--- config.mk ---
export PLATFORM = sky130hd
export DESIGN_NAME = alarm_ring_cont
export DESIGN_NICKNAME = d
export VERILOG_FILES = /design/src/rtl/alarm_pkg.sv /design/src/rtl/alarm_sec_counter.sv /design/src/rtl/alarm_ring_cont.sv
export SDC_FILE = /design/constraint.sdc
export NUM_CORES = 1
export LEC_CHECK = 0
export ABC_AREA = 0
export BUFFER_PORTS_ARGS = -buffer_cell sky130_fd_sc_hd__buf_2
export CORE_MARGIN = 10
export CORE_UTILIZATION = 29
export CTS_BUF_LIST = sky130_fd_sc_hd__clkbuf_4 sky130_fd_sc_hd__clkbuf_8 sky130_fd_sc_hd__clkbuf_16
export CTS_CLUSTER_DIAMETER = 150
export DETAILED_ROUTE_END_ITERATION = 16
export GPL_ROUTABILITY_DRIVEN = 0
export PLACE_DENSITY_LB_ADDON = 0.25
export SLEW_MARGIN = 20
export SYNTH_ARGS = -nofsm -noshare
export SYNTH_HDL_FRONTEND = slang
export SYNTH_HIERARCHICAL = 1
export SYNTH_SLANG_ARGS = --single-unit
--- constraint.sdc ---
create_clock -name CLK -period 3.1 [get_ports CLK]
set_clock_uncertainty 0.1 [all_clocks]
set_input_delay 0.31 -clock CLK [delete_from_list [all_inputs] [get_ports CLK]]
set_output_delay 0.31 -clock CLK [all_outputs]
set_load 0.05 [all_outputs]
--- src/rtl/alarm_pkg.sv ---
// Shared alarm definitions: time word layout, meridian codes and ring-controller state encoding.
package alarm_pkg;

  localparam int unsigned TIME_W       = 17;
  localparam int unsigned MERIDIAN_BIT = 16;
  localparam int unsigned HOUR_LSB     = 12;
  localparam int unsigned HOUR_W       = 4;
  localparam int unsigned MIN_LSB      = 6;
  localparam int unsigned MIN_W        = 6;
  localparam int unsigned SEC_LSB      = 0;
  localparam int unsigned SEC_W        = 6;

  localparam logic MERIDIAN_AM = 1'b0;
  localparam logic MERIDIAN_PM = 1'b1;

  localparam logic [1:0] ST_IDLE    = 2'd0;
  localparam logic [1:0] ST_RINGING = 2'd1;
  localparam logic [1:0] ST_SNOOZED = 2'd2;

  typedef struct packed {
    logic              meridian;
    logic [HOUR_W-1:0] hour;
    logic [MIN_W-1:0]  min;
    logic [SEC_W-1:0]  sec;
  } alarm_time_t;

  function automatic alarm_time_t make_time(input logic              pm,
                                            input logic [HOUR_W-1:0] hour,
                                            input logic [MIN_W-1:0]  min,
                                            input logic [SEC_W-1:0]  sec);
    alarm_time_t t;
    t.meridian = pm;
    t.hour     = hour;
    t.min      = min;
    t.sec      = sec;
    return t;
  endfunction

endpackage

--- src/rtl/alarm_sec_counter.sv ---
// Tick-driven seconds down-counter with load and a terminal (zero) flag; shared by the
// ring timeout and the snooze interval.
module alarm_sec_counter #(
  parameter int unsigned W = 9
) (
  input  logic         clk,
  input  logic         rst,
  input  logic         clr,
  input  logic         load,
  input  logic [W-1:0] load_val,
  input  logic         en,
  output logic         term_c
);

  logic [W-1:0] cnt_q, cnt_d;

  always_comb begin
    cnt_d = cnt_q;
    if (clr) begin
      cnt_d = '0;
    end else if (load) begin
      cnt_d = load_val;
    end else if (en && (cnt_q != '0)) begin
      cnt_d = cnt_q - W'(1);
    end
  end

  always_ff @(posedge clk or posedge rst) begin
    if (rst) begin
      cnt_q <= '0;
    end else begin
      cnt_q <= cnt_d;
    end
  end

  assign term_c = (cnt_q == '0);

endmodule

--- src/rtl/alarm_ring_cont.sv ---
// Alarm ring controller: detects the alarm-time match, rings with a 1 s buzzer pattern,
// times out, and (when ALARM_SNOOZE_EN is defined) handles snooze re-arming.
module alarm_ring_cont
  import alarm_pkg::*;
#(
  parameter int unsigned RING_SEC   = 60,
  parameter int unsigned SNOOZE_SEC = 300,
  parameter int unsigned MAX_SNOOZE = 3
) (
  input  logic                             CLK,
  input  logic                             RESET,
  input  logic [TIME_W-1:0]                CUR_TIME,
  input  logic [TIME_W-1:0]                ALARM_TIME,
  input  logic                             ALARM_EN,
  input  logic                             SEC_TICK,
  input  logic                             STOP,
  input  logic                             SNOOZE,
  output logic                             RING,
  output logic                             BUZZ,
  output logic                             MISSED,
  output logic [$clog2(MAX_SNOOZE+1)-1:0]  SNOOZE_CNT
);

  localparam int unsigned CNT_MAX = (RING_SEC > SNOOZE_SEC) ? RING_SEC : SNOOZE_SEC;
  localparam int unsigned CNT_W   = $clog2(CNT_MAX + 1);
  localparam logic [CNT_W-1:0] RING_LOAD = CNT_W'(RING_SEC - 1);

  logic [1:0]       state_q, state_d;
  logic             eq_prev_q, eq_prev_d;
  logic             buzz_q, buzz_d;
  logic             missed_q, missed_d;
  logic             eq, trig;
  logic             cnt_clr, cnt_load, cnt_en, cnt_term;
  logic [CNT_W-1:0] cnt_load_val;

`ifdef ALARM_SNOOZE_EN
  localparam int unsigned      SNC_W    = $clog2(MAX_SNOOZE + 1);
  localparam logic [CNT_W-1:0] SNZ_LOAD = CNT_W'(SNOOZE_SEC - 1);
  logic [SNC_W-1:0] snz_cnt_q, snz_cnt_d;
`else
  logic snooze_unused;
  assign snooze_unused = SNOOZE;
`endif

  // Rising edge of the match; eq_prev resets high so an equal time at reset release is not a trigger.
  assign eq        = (CUR_TIME == ALARM_TIME);
  assign trig      = eq & ~eq_prev_q & ALARM_EN;
  assign eq_prev_d = eq;

  always_comb begin
    state_d      = state_q;
    buzz_d       = buzz_q;
    missed_d     = missed_q;
    cnt_clr      = 1'b0;
    cnt_load     = 1'b0;
    cnt_load_val = RING_LOAD;
    cnt_en       = 1'b0;
`ifdef ALARM_SNOOZE_EN
    snz_cnt_d    = snz_cnt_q;
`endif
    if (!ALARM_EN) begin
      state_d  = ST_IDLE;
      buzz_d   = 1'b0;
      missed_d = 1'b0;
      cnt_clr  = 1'b1;
`ifdef ALARM_SNOOZE_EN
      snz_cnt_d = '0;
`endif
    end else begin
      if (STOP) missed_d = 1'b0;
      case (state_q)
        ST_IDLE: begin
          if (trig) begin
            state_d  = ST_RINGING;
            buzz_d   = 1'b1;
            cnt_load = 1'b1;
          end
        end
        ST_RINGING: begin
          if (STOP) begin
            state_d = ST_IDLE;
            buzz_d  = 1'b0;
`ifdef ALARM_SNOOZE_EN
            snz_cnt_d = '0;
          end else if (SNOOZE) begin
            buzz_d = 1'b0;
            // Snooze beyond the allowance behaves as a stop.
            if (snz_cnt_q < SNC_W'(MAX_SNOOZE)) begin
              state_d      = ST_SNOOZED;
              snz_cnt_d    = snz_cnt_q + SNC_W'(1);
              cnt_load     = 1'b1;
              cnt_load_val = SNZ_LOAD;
            end else begin
              state_d   = ST_IDLE;
              snz_cnt_d = '0;
            end
`endif
          end else if (SEC_TICK) begin
            if (cnt_term) begin
              state_d  = ST_IDLE;
              buzz_d   = 1'b0;
              missed_d = 1'b1;
`ifdef ALARM_SNOOZE_EN
              snz_cnt_d = '0;
`endif
            end else begin
              buzz_d = ~buzz_q;
              cnt_en = 1'b1;
            end
          end
        end
`ifdef ALARM_SNOOZE_EN
        ST_SNOOZED: begin
          if (STOP) begin
            state_d   = ST_IDLE;
            snz_cnt_d = '0;
          end else if (SEC_TICK) begin
            if (cnt_term) begin
              state_d  = ST_RINGING;
              buzz_d   = 1'b1;
              cnt_load = 1'b1;
            end else begin
              cnt_en = 1'b1;
            end
          end
        end
`endif
        default: begin
          state_d = ST_IDLE;
          buzz_d  = 1'b0;
        end
      endcase
    end
  end

  always_ff @(posedge CLK or posedge RESET) begin
    if (RESET) begin
      state_q   <= ST_IDLE;
      eq_prev_q <= 1'b1;
      buzz_q    <= 1'b0;
      missed_q  <= 1'b0;
    end else begin
      state_q   <= state_d;
      eq_prev_q <= eq_prev_d;
      buzz_q    <= buzz_d;
      missed_q  <= missed_d;
    end
  end

`ifdef ALARM_SNOOZE_EN
  always_ff @(posedge CLK or posedge RESET) begin
    if (RESET) begin
      snz_cnt_q <= '0;
    end else begin
      snz_cnt_q <= snz_cnt_d;
    end
  end

  assign SNOOZE_CNT = snz_cnt_q;
`else
  assign SNOOZE_CNT = '0;
`endif

  alarm_sec_counter #(
    .W (CNT_W)
  ) u_sec_cnt (
    .clk      (CLK),
    .rst      (RESET),
    .clr      (cnt_clr),
    .load     (cnt_load),
    .load_val (cnt_load_val),
    .en       (cnt_en),
    .term_c   (cnt_term)
  );

  assign RING   = (state_q == ST_RINGING);
  assign BUZZ   = buzz_q;
  assign MISSED = missed_q;

endmodule

==> reports/qor.log <==
INFO  synth          synthDistinctLibCells=40
INFO  pwr            peakVddDrop=182µV
INFO  clocking       clockRootBuffer=clkbuf_4
INFO  run            max_cap_violations=0
INFO  floorplanning  design.core.area=3340µm²
INFO  setup_path     timing.critical_path.cells=inv_1 -> ha_1 -> nor3b_1 -> nand3b_4 -> inv_1 -> nor3_2 -> or3b_2 -> nor4_1 -> xor2_1 -> o21a_1
INFO  synth          synth_largest_type_area_fraction=29.9%
INFO  timing         max_slew.worst_pin.slew=0.542ns
INFO  clocking       worst_skew_pair.late_latency=0.28ns
INFO  drt            met1_length=1050µm
INFO  min_path       min-delay-path-class=primary input to flop
INFO  synth          synth_cells=120
INFO  cells_and_area layout-drive-gt1-share=32.7%
INFO  cells_and_area area_growth_syn_to_layout=32.0%
INFO  drt            dr.pass1.iters=4
INFO  synth          netlist.top_cell.by_area=dfrtp_1
INFO  min_path       worstHoldStart=ALARM_EN
INFO  clocking       clock_sinks=13
INFO  cells_and_area fillCellCount=346
INFO  floorplanning  die_y=78.9µm
INFO  place          post-place-cells=212
INFO  drt            wl_met2=1160µm
INFO  grt            via_count_of_the_first_global_routing_pass=1090
INFO  outcome        outcome=completed
INFO  clocking       clk_buf_depth=2
INFO  grt            grt_start_max_net_pins=13
INFO  setup_path     crit-reg2reg-launch=u_sec_cnt/cnt_q[0]
INFO  setup_path     worst_r2r_endpoint=u_sec_cnt/cnt_q[7]
INFO  timing         rsz_0062_raised_after_global_routing=false
INFO  pwr            leakage=0.653nW
INFO  drt            route.vias.total=994
INFO  floorplanning  num_rows=21
INFO  setup_path     crit_path_max_incr_delay=0.53ns
INFO  synth          syn-cell-area=1000µm²
INFO  drt            dr_wl_met3=283µm
INFO  synth          ys_async_sr_fraction=100%
INFO  setup_path     cp-start-kind=flop
INFO  floorplanning  start_util=30.1%
INFO  cells_and_area antennaDiodeCount=0
INFO  setup_path     timing.reg2reg.setup_slack=0.35ns
INFO  drt            wl=2530µm
INFO  setup_path     timing_worst_setup_path_type=flop to flop
INFO  min_path       whs_endpoint=BUZZ
INFO  drt            drc=0
INFO  synth          synth_enable_flop_cells=0
INFO  drt            highest-signal-layer=met4
INFO  clocking       clkSlewWorstSetupHoldPaths=0.09ns
INFO  place          io_buffer_count=41
INFO  timing         fin_worst_hold_slack=0.172ns
INFO  clocking       cts.htree.levels=1
INFO  cells_and_area instances_no_fill=217
INFO  clocking       clock_tree_from_tritoncts=built
INFO  drt            drt_first_iter_violations=80
INFO  setup_path     worst-path-buf-inv=2
INFO  floorplanning  pin_count=45
INFO  drt            via_per_inst=4.58
INFO  timing         slew_headroom=63.8%
INFO  setup_path     timing.reg2reg.worst_path_depth=10
INFO  timing         max_clock_freq=364MHz
INFO  setup_path     cp-end-kind=flop
INFO  timing         finalCritPeriodShare=88.7%
INFO  grt            grt_pass1_wl=4600µm
INFO  drt            wl_per_cell=11.6µm
INFO  cells_and_area final_core_utilization=39.7%
INFO  grt            antenna_found_initial=0
INFO  setup_path     crit_arrival=2.82ns
INFO  pwr            power_per_cell_area=271nW/µm²
INFO  synth          yosysSeqAreaShare=32.5%
INFO  timing         drv_slew=0
INFO  place          dp_hpwl=2140µm
INFO  clocking       tritoncts.num_buffers=3
INFO  synth          syn-mean-instance-area=8.37µm²
INFO  synth          synthTopCellsByArea=dfrtp_1 30%, xnor2_1 13%, inv_1 4.9%
INFO  synth          yosys_warnings=6
INFO  floorplanning  floorplan.die_area=6220µm²
INFO  setup_path     library_cell_appearing_most_often_on_the_critical_path=inv_1
INFO  min_path       min_path_cells=3
INFO  drt            final_antenna_net_count=0
INFO  setup_path     critPathSlowestCell=or3b_2
INFO  synth          number_of_flip_flops_and_latches_in_the_synthesized_netlist=13
INFO  grt            global_routing_usage_summed_across_all_routing_layers=8.80%
INFO  grt            grt_remaining_overflow=0
INFO  synth          commonest_cells_in_the_netlist=15 x xnor2_1, 13 x inv_1, 12 x dfrtp_1
INFO  setup_path     path_delay_family=simple AND/OR/NAND/NOR gates
INFO  setup_path     crit_required=3.17ns
INFO  timing         time_the_final_worst_path_needs_with_i_o_delays_and_setup=2.75ns
INFO  timing         number_of_setup_violations_in_the_final_report=0
INFO  cells_and_area design.final.nets=213
INFO  synth          synthMostInstantiatedCell=xnor2_1
INFO  synth          ys.flop_type=dfrtp_1
INFO  floorplanning  chipWidth=78.9µm
INFO  timing         hold_viol=0
INFO  setup_path     crit_path_max_fanout=8
INFO  timing         totalNegativeSetupSlack=0ns
## power breakdown
part	total (mW)	leakage [nW]	switching [mW]	internal, mW
Sequential	0.169	0.178	0.00000223	0.169
Combinational	0.0703	0.456	0.0344	0.0359
Clock	0.119	0.0184	0.0606	0.0587
Total	0.359	0.653	0.0949	0.264
## layout by cell type, fill, tap and decap left out, types with 2 or more instances in the layout
cell type	count
a21oi_1	5
xor2_1	4
nand2_1	10
o21ai_1	2
a221oi_1	2
a211oi_1	2
inv_1	13
a31oi_1	2
nor3_2	3
o21a_1	2
xnor2_1	15
nor2b_1	2
nor3_1	2
or3_1	2
buf_2	41
dfrtp_1	12
nand4_1	3
nand3_1	4
nor2_1	9
nor4_1	2
conb_1	11
clkbuf_4	4
## area by class of cell
cell class,instances,area [µm²],share of cell area [%]
repair buffers,43,223,16.8
clock buffers,4,30.0,2.26
multi-input cells,98,641,48.3
well taps,46,57.6,4.34
flip-flops and latches,13,327,24.6
inverters,13,48.8,3.68
## stage by stage
step	worst slack, ns	cell area, µm²	total power, mW
2_1_floorplan	0.509	1040	0.213
3_3_place_gp	0.269	1280	0.241
3_5_place_dp	0.216	1280	0.243
4_1_cts	0.181	1320	0.364
5_1_grt	0.106	1330	0.380
6_report	0.350	1330	0.359
## worst max-delay path by stage
stage	startpoint	to	slack (ns)	cells after the start
2_1_floorplan	u_sec_cnt/cnt_q[0]	u_sec_cnt/cnt_q[7]	0.51	10
3_3_place_gp	u_sec_cnt/cnt_q[0]	u_sec_cnt/cnt_q[7]	0.27	10
3_5_place_dp	u_sec_cnt/cnt_q[0]	u_sec_cnt/cnt_q[7]	0.22	10
4_1_cts	u_sec_cnt/cnt_q[0]	u_sec_cnt/cnt_q[7]	0.18	10
5_1_grt	u_sec_cnt/cnt_q[0]	u_sec_cnt/cnt_q[7]	0.11	10
6_report	u_sec_cnt/cnt_q[0]	u_sec_cnt/cnt_q[7]	0.35	10
## what timing repair did
item,4_1_cts,5_1_grt
hold endpoints to repair,12,0
gates resized for setup,0,1
hold buffers,1,0
setup endpoints to repair,0,2
buffers inserted,0,0
## routing by layer
layer | GRT usage [%] | vias to the layer above
met5 | 0 | -
met4 | 2.51 | 0
met3 | 5.41 | 4
met2 | 14.6 | 49
met1 | 9.10 | 434
li1 | - | 507
## worst min-delay path, delay by kind of cell
family / cells / cell delay (ns)
buffers and inverters: 1 / 0.11
AND/OR/NAND/NOR: 2 / 0.09
## logic make-up (layout without fill, tap and decap cells)
group                      after synthesis  after routing  synth area share, %
buffers and inverters                   18             60                 7.60
and+or+nand+nor                         43             43                 24.0
AOI/OAI and AO/OA                       23             23                 16.3
DFF                                     13             13                 32.5
other                                    2             11                0.747
muxes                                    1              1                0.996
xor gates and xnor gates                19             19                 16.6
adders and majority gates                1              1                 1.25
## registers in the layout (all words and copies together) (netlist names)
name / count
eq_prev_q: 1
state_q: 1
BUZZ: 1
MISSED: 1
u_sec_cnt/cnt_q: 9
Note: power is estimated with default switching activity, not from simulation.
